### src/rtl/exp_ctrl_pkg.sv
// Shared state encoding and Q16.16 constants for the exp(-x) unit arbiter.
package exp_ctrl_pkg;

  typedef enum logic [2:0] {
    IDLE   = 3'd0,
    BYPASS = 3'd1,
    LAUNCH = 3'd2,
    WAIT   = 3'd3,
    RESP   = 3'd4,
    GAP    = 3'd5
  } state_t;

  localparam logic [31:0] ONE_Q16 = 32'h0001_0000;
  localparam logic [31:0] SAT_Q16 = 32'h000B_0000;

endpackage

### src/rtl/rr_arbiter.sv
// Combinational round-robin picker: first asserted request at or after ptr wins.
module rr_arbiter #(
  parameter int N_REQ = 4,
  parameter int IW    = $clog2(N_REQ)
) (
  input  logic [N_REQ-1:0] req,
  input  logic [IW-1:0]    ptr,
  output logic [N_REQ-1:0] grant,
  output logic [IW-1:0]    idx,
  output logic             found
);

  logic [IW-1:0] pos;

  always_comb begin
    grant = '0;
    idx   = '0;
    found = 1'b0;
    pos   = '0;
    for (int i = 0; i < N_REQ; i++) begin
      pos = IW'((int'(ptr) + i) % N_REQ);
      if (!found && req[pos]) begin
        found      = 1'b1;
        grant[pos] = 1'b1;
        idx        = pos;
      end
    end
  end

endmodule

### src/rtl/exp_arbiter.sv
// Shares one exp(-x) shift-and-subtract unit among N_REQ requesters with
// round-robin grant, trivial-argument bypass and a WAIT timeout.
module exp_arbiter
  import exp_ctrl_pkg::*;
#(
  parameter int N_REQ     = 4,
  parameter int IN_WIDTH  = 32,
  parameter int OUT_WIDTH = 32,
  parameter int TIMEOUT   = 256
) (
  input  logic                      clk,
  input  logic                      rst,
  input  logic                      svm_enable,
  input  logic [N_REQ-1:0]          req_valid,
  input  logic [N_REQ*IN_WIDTH-1:0] req_arg,
  output logic [N_REQ-1:0]          req_ready,
  output logic [N_REQ-1:0]          rsp_valid,
  output logic [OUT_WIDTH-1:0]      rsp_data,
  output logic                      rsp_err,
  output logic                      exp_enable,
  output logic                      exp_svm_enable,
  output logic [IN_WIDTH-1:0]       exp_sum_a,
  input  logic [OUT_WIDTH-1:0]      exp_out_b,
  input  logic                      exp_busy
);

  localparam int IW = $clog2(N_REQ);
  localparam int TW = $clog2(TIMEOUT);

  state_t               state;
  logic [IW-1:0]        ptr;
  logic [IW-1:0]        id_q;
  logic [IW-1:0]        win_idx;
  logic [N_REQ-1:0]     win_grant;
  logic                 win_found;
  logic [IN_WIDTH-1:0]  win_arg;
  logic [IN_WIDTH-1:0]  arg_q;
  logic [TW-1:0]        tcnt;
  logic [N_REQ-1:0]     rsp_valid_q;
  logic                 rsp_err_q;
  logic [N_REQ-1:0]     owner_oh;

  function automatic logic is_bypass(input logic [IN_WIDTH-1:0] a);
    return (a == '0) || (a > IN_WIDTH'(SAT_Q16));
  endfunction

  function automatic logic [OUT_WIDTH-1:0] bypass_data(input logic [IN_WIDTH-1:0] a);
    return (a == '0) ? OUT_WIDTH'(ONE_Q16) : '0;
  endfunction

  rr_arbiter #(.N_REQ(N_REQ)) u_rr (
    .req   (req_valid),
    .ptr   (ptr),
    .grant (win_grant),
    .idx   (win_idx),
    .found (win_found)
  );

  assign win_arg        = req_arg[int'(win_idx)*IN_WIDTH +: IN_WIDTH];
  assign owner_oh       = N_REQ'(1) << id_q;
  assign req_ready      = (state == IDLE && svm_enable && !rst) ? win_grant : '0;
  // Pulses are held while frozen and only shown once svm_enable returns.
  assign rsp_valid      = svm_enable ? rsp_valid_q : '0;
  assign rsp_err        = svm_enable & rsp_err_q;
  assign exp_svm_enable = svm_enable;
  assign exp_sum_a      = arg_q;

  always_ff @(posedge clk) begin
    if (rst) begin
      state       <= IDLE;
      ptr         <= '0;
      id_q        <= '0;
      arg_q       <= '0;
      tcnt        <= '0;
      exp_enable  <= 1'b0;
      rsp_valid_q <= '0;
      rsp_err_q   <= 1'b0;
      rsp_data    <= '0;
    end else if (svm_enable) begin
      rsp_valid_q <= '0;
      rsp_err_q   <= 1'b0;
      case (state)
        IDLE: begin
          if (win_found) begin
            ptr  <= (win_idx == IW'(N_REQ-1)) ? '0 : win_idx + 1'b1;
            id_q <= win_idx;
            if (is_bypass(win_arg)) begin
              rsp_data <= bypass_data(win_arg);
              state    <= BYPASS;
            end else begin
              arg_q      <= win_arg;
              exp_enable <= 1'b1;
              state      <= LAUNCH;
            end
          end
        end
        BYPASS: begin
          rsp_valid_q <= owner_oh;
          state       <= IDLE;
        end
        LAUNCH: begin
          tcnt  <= '0;
          state <= WAIT;
        end
        WAIT: begin
          if (!exp_busy) begin
            rsp_data    <= exp_out_b;
            rsp_valid_q <= owner_oh;
            exp_enable  <= 1'b0;
            state       <= RESP;
          end else if (tcnt == TW'(TIMEOUT-1)) begin
            rsp_data    <= '0;
            rsp_err_q   <= 1'b1;
            rsp_valid_q <= owner_oh;
            exp_enable  <= 1'b0;
            state       <= RESP;
          end else begin
            tcnt <= tcnt + 1'b1;
          end
        end
        RESP:    state <= GAP;
        GAP:     state <= IDLE;
        default: state <= IDLE;
      endcase
    end
  end

endmodule

### config.mk
export PLATFORM = sky130hd
export DESIGN_NAME = exp_arbiter
export DESIGN_NICKNAME = d
export VERILOG_FILES = /design/src/rtl/exp_ctrl_pkg.sv /design/src/rtl/rr_arbiter.sv /design/src/rtl/exp_arbiter.sv
export SDC_FILE = /design/constraint.sdc
export NUM_CORES = 1
export LEC_CHECK = 0
export BUFFER_PORTS_ARGS = -buffer_cell sky130_fd_sc_hd__buf_2
export CORE_ASPECT_RATIO = 0.75
export CORE_MARGIN = 10
export CORE_UTILIZATION = 50
export CTS_BUF_LIST = sky130_fd_sc_hd__clkbuf_8 sky130_fd_sc_hd__clkbuf_16
export DETAILED_ROUTE_END_ITERATION = 7
export PLACE_DENSITY = 0.92
export SLEW_MARGIN = 20
export SYNTH_ARGS = -nofsm -noshare
export SYNTH_HDL_FRONTEND = slang
export SYNTH_SLANG_ARGS = --single-unit
### constraint.sdc
create_clock -name clk -period 12.1 [get_ports clk]
set_input_delay 0.605 -clock clk [delete_from_list [all_inputs] [get_ports clk]]
set_output_delay 0.605 -clock clk [all_outputs]
set_load 0.05 [all_outputs]
==> run metrics, run 1 <==
synthesis-stage register bit count=85; Crit. End Element=flip-flop; ys flop type=dfxtp_1; CP Depth=13; Cell Area, Synth=0.004911 mm2; FFs w/ async S/R, synth=0; Post-synth top cells=dfxtp_1, nor2_1, nand2_1, nor2b_1; Via Count=5537; H-tree Lvls=3; Pwr Density=130.7 mW/mm2; Synth top area share=0.3465; post-layout util=0.6783; post-synth top area cell=dfxtp_1; first-pass GRT wire length=27.94 mm; CP max-delay cell=nand2_1; grt ovf=0; Post-Syn Instances=592; largest net degree at the start of global routing=70; count leader, synth=dfxtp_1; Top delay family on crit path=simple AND/OR/NAND/NOR gates; Post-CTS Hold Fix Bufs=0; fmax=159.0 MHz; Tmin final=6289 ps; gr usage total=0.2391; clock root buffer=clkbuf_16; vias in the first global route=5337; post-synth net total=768; library cells used by synthesis=53; CP startpoint kind=flip-flop; final setup violation count=0; Crit Path Class=reg -> reg; CP Buf/Inv Count=2; # rows=31; Post-synth EDFFs=0; clk sinks=85; drt pass-1 iters=8; CP max FO=32; Die W=134.4 um; NumNets Final=985; Register-to-Register Setup Slack=5810 ps; share of cells above drive strength 1=0.3587; TNS Setup=0 ps; Die Y=105.8 um; Resized cells post-CTS=0; cells along the critical path=inv_1, ha_1, mux4_2, o21a_1, nor2_2, buf_4, mux4_2, or3_1, or4_4, nor2_2, mux2i_1, nand2_1, a32o_1; clk buf depth=2; number of CTS-inserted buffers=9; Max IR drop VDD=0.09087 mV; Detailed Place HPWL=13.95 mm; YS warnings=0; Setup Skew=7.780 ps; First DRT Iteration DRCs=762; Reg clk slew, reported paths=60 ps; Final Cycle Share=0.5197; number of placed I/O pins=243; Design Power=0.8530 mW; worst-skew pair later-pin latency=340 ps; Starting Density=0.5105; CP required=12320 ps; number of routed nets with antenna violations=0; RSZ-0062 raised after global routing=no; Worst-Margin Slew=1118 ps; initial antenna violation count=0; CTS tree=built; worst hold path class=reg -> reg; Post-CTS Setup Inserts=0; Synth area leaders=dfxtp_1, a32o_1, nor2_1; gp weighted congestion=0.9615; Worst Hold Depth=2; slew margin rel.=0.2528; Slew Limit Fails=0; Leak=3.069 nW; IO Port Bufs=242; Arrival @ worst endpoint=6510 ps; outcome=finished, final reports clean; WL per Instance=18.99 um; final-report hold violation count=0; R2R depth=13; via/cell ratio=5.853; Post-Route WL=17.97 mm; CP peak stage delay=740 ps; Inserted Diodes=0; die area=0.01423 mm2; Core Area=0.009619 mm2; Avg Cell Area, Syn=8.296 um2; Syn-to-layout area delta=32.87%; Remaining DRCs=0; register area share after synthesis=0.3465; Max Cap Viol=0
final cells by class:
| class | count | area, um2 |
|---|---|---|
| clock inverter | 7 | 122.6 |
| tap | 132 | 165.2 |
| sequential | 85 | 1702 |
| inverter | 9 | 33.78 |
| fill | 816 | 3094 |
| timing repair buffer | 250 | 1271 |
| clock buffer | 9 | 225.2 |
| multi-input combinational | 454 | 3005 |
routing by layer:
metal  track usage  wire length (um)
met5             0                 0
met2        0.3999              8736
met3       0.07448              2035
met1        0.2965              6955
met4       0.04884               240
sequential cells by signal (all words and copies together), names as in the netlist:
| register | flops |
|---|---|
| rsp_valid_q | 4 |
| tcnt | 8 |
| exp_sum_a | 32 |
| id_q | 2 |
| rsp_data | 32 |
| exp_enable | 1 |
| state | 3 |
| rsp_err_q | 1 |
| ptr | 2 |
stage by stage:
step           cell area, um2  worst slack [ps]  hold WS [ps]  std cells
6_report                 6525              5811         458.6        946
5_1_grt                  6525              5385         468.8        946
4_1_cts                  6525              5903         459.1        946
3_5_place_dp             6177              5910         446.3        930
3_3_place_gp             6177              6152         439.5        930
2_1_floorplan            4911              7120         435.5        592
cells in the final DEF (no fill, tap or decap), types with 9 or more instances in the layout:
cell type  Yosys  final
o21ai_0       26     26
buf_2          7    242
nor3_1        21     21
inv_1          9      9
nand3_1        9      9
nor2b_1       35     35
dfxtp_1       85     85
o31ai_1       14     14
a21oi_1       27     27
clkbuf_16      0      9
nor2_1        79     78
a32o_1        33     33
mux2i_1       21     21
mux4_2        11     11
nand4_1       10     10
and3_1        19     19
nand2_1       49     49
power by group:
| group | internal (mW) | total [mW] | switching [mW] |
|---|---|---|---|
| sequential | 0.283 | 0.290 | 0.00729 |
| clock | 0.203 | 0.317 | 0.115 |
| combinational | 0.0986 | 0.246 | 0.147 |
tightest hold or removal path, delay by kind of cell, from the launching register on:
family           cells  cell delay, ps
AND/OR/NAND/NOR      1              50
flip-flops           1             310
AO/OA/AOI/OAI        1              50
cells by family (layout without fill, tap and decap cells):
group | Yosys count | count (layout) | synth area share
simple gates | 264 | 264 | 0.2688
compound gates | 142 | 142 | 0.2102
flops | 85 | 85 | 0.3465
buf+inv | 53 | 275 | 0.04458
mux | 36 | 36 | 0.1024
fa+ha+maj | 8 | 8 | 0.02038
xor+xnor | 4 | 4 | 0.007133
final timing paths:
path | start | end
max | ptr[0] | rsp_data[19]
min | exp_sum_a[3] | exp_sum_a[3]
max reg2reg | ptr[0] | rsp_data[19]
min reg2reg | exp_sum_a[3] | exp_sum_a[3]
Note: power is estimated with default switching activity, not from simulation.
==> run 2: changes to the inputs <==
Settings changed: CORE_UTILIZATION 50 to 42, PLACE_DENSITY 0.92 to 0.83.
Clock period 12.1 ns to 5.7 ns, I/O delays scaled along.
==> run 2 against run 1 <==
  * Worst setup slack worse by 5100 ps
  * Largest power group is now sequential cells
  * Core utilization down 11 points
  * Cell count up 3.6%
  * Highest routed layer unchanged
  * Sequential cell count unchanged
==> run metrics, run 2 (same netlist as run 1, synthesis figures left out) <==
met1 Usage GRT=0.2665 (-0.02997); Flop pwr share=0.359 (+0.019); grt peak-use layer=met2; Starting Density=0.4260 (-0.08455); IO Port Bufs=242 (unchanged); Final WS setup=756.4 ps (-5055 ps); Max Cap Viol=0 (unchanged); sw power=0.5720 mW (+110%); cells along the critical path=inv_1, ha_1, mux4_2, o21a_1, nor2_2, mux4_2, or3_1, or4_4, nor2_2, mux2i_1, nand2_1, buf_4, a32o_1; commonest non-fill, non-tap cells in the layout=buf_2, dfxtp_1, nor2_1; fmax=202.3 MHz (+27%); number of routed nets with antenna violations=0 (unchanged); final-report hold violation count=0 (unchanged); CP max-delay cell=mux4_2; number of CTS-inserted buffers=9 (unchanged); outcome=finished, final reports clean; die area=0.01646 mm2 (+16%); # rows=34 (+9.7%); First DRT Iteration DRCs=456 (-40%); CP Buf/Inv Count=2 (unchanged); combinational power share=0.318 (+0.030); Post-Route WL=17.49 mm (-2.7%); gr usage total=0.2041 (-0.03496); Max IR drop VDD=0.1277 mV (+41%); Worst-Margin Slew=872.4 ps (-245.7 ps); Setup Skew=6.835 ps (-0.9442 ps); Switching Fraction=0.3394 (+0.02398); Via Count=5412 (-2.3%); Die Y=113.6 um (+7.4%); first-pass GRT wire length=27.22 mm (-2.6%); worst-skew pair later-pin latency=340 ps (about the same); Crit Path Class=reg -> reg; Syn-to-layout area delta=33.02%; Post-CTS Hold Fix Bufs=0 (unchanged); via/cell ratio=5.522 (-5.6%); final setup violation count=0 (unchanged); met3 GRT Util=0.05399 (-0.02049); TNS Setup=0 ps (unchanged); Final Cycle Share=0.8673 (+0.3476); CP peak stage delay=660 ps (-80 ps); Detailed Place HPWL=13.78 mm (-1.2%); Inserted Diodes=0 (unchanged); WL per Instance=17.85 um (-6.0%); RSZ-0062 raised after global routing=no; Core Area=0.01153 mm2 (+20%); Post-Place Setup Slack=782.1 ps (-5127 ps); CTS tree=built; grt ovf=0 (unchanged); clock root buffer=clkbuf_16; share of cells above drive strength 1=0.3619 (+0.003136); global-route track usage on met2=0.3266 (-0.07324); commonest non-fill, non-tap cell in the layout=buf_2; Int Pwr=1.113 mW (+91%); Remaining DRCs=0 (unchanged); CP required=5930 ps (-6390 ps); Register-to-Register Setup Slack=760 ps (-5060 ps); CP startpoint kind=flip-flop; Tmin final=4944 ps (-1345 ps); H-tree Lvls=3 (unchanged); slew margin rel.=0.4184 (+0.1656); Pwr Density=258.0 mW/mm2 (+97%); number of placed I/O pins=243 (unchanged); gp weighted congestion=0.9240 (-3.9%); CP max FO=32 (unchanged); drt pass-1 iters=5 (-3); Arrival @ worst endpoint=5170 ps (-1340 ps); clk sinks=85 (unchanged); vias in the first global route=5122 (-4.0%); Top delay family on crit path=simple AND/OR/NAND/NOR gates; worst hold path class=in -> reg; clk buf depth=2 (unchanged); Slew Limit Fails=0 (unchanged); Reg clk slew, reported paths=70 ps (about the same); largest net degree at the start of global routing=49 (-30%); NumNets Final=989 (+0.41%); Leak=3.073 nW (+0.14%); Resized cells post-CTS=0 (unchanged); Die W=144.9 um (+7.8%); Crit. End Element=flip-flop; clock share of power=0.323 (-0.049); Post-CTS Setup Inserts=0 (unchanged); initial antenna violation count=0 (unchanged)
[run 2: per-stage QoR]
| stage | hold WS, ps | instance area, um2 | total power [mW] | util | cells |
|---|---|---|---|---|---|
| global placement | 445.4 | 6257 | 1.143 | 0.5428 | 964 |
| detailed placement | 447.5 | 6257 | 1.146 | 0.5428 | 964 |
| floorplan | 410.8 | 4911 | 0.9830 | - | 592 |
| global route | 139.9 | 6533 | 1.777 | 0.5666 | 980 |
| CTS | 138.3 | 6533 | 1.691 | 0.5666 | 980 |
| finish | 149.4 | 6533 | 1.685 | 0.5666 | 980 |
[run 2: path summary, 6_finish.rpt]
| check | cells after the start | startpoint | endpoint |
|---|---|---|---|
| worst min-delay path | 2 | exp_out_b[2] | rsp_data[2] |
| worst max register to register | 13 | ptr[0] | rsp_data[27] |
| worst min register to register | 2 | exp_sum_a[3] | exp_sum_a[3] |
| worst max-delay path | 13 | ptr[0] | rsp_data[27] |
[run 2: cell type report]
| cell class | count | area, um2 |
|---|---|---|
| fillers | 1083 | 4996 |
| multi-input cells | 454 | 3005 |
| flip-flops and latches | 85 | 1702 |
| repair buffers | 254 | 1314 |
| clock buffers | 9 | 225.2 |
| well taps | 162 | 202.7 |
| clock inverters | 7 | 50.05 |
| inverters | 9 | 33.78 |
[run 2: layer usage]
layer,wire (um),share of wire,vias up
met1,7588,0.43,2565
met5,0,0,-
met2,8379,0.48,210
li1,-,-,2622
met4,219,0.013,0
met3,1303,0.074,15
[run 2: power groups by stage]
stage / clock (mW) / combinational (mW) / sequential (mW)
6_report: 0.545 / 0.535 / 0.605
4_1_cts: 0.558 / 0.529 / 0.605
3_3_place_gp: 0 / 0.524 / 0.618
3_5_place_dp: 0 / 0.527 / 0.618
5_1_grt: 0.585 / 0.586 / 0.606
2_1_floorplan: 0 / 0.362 / 0.621
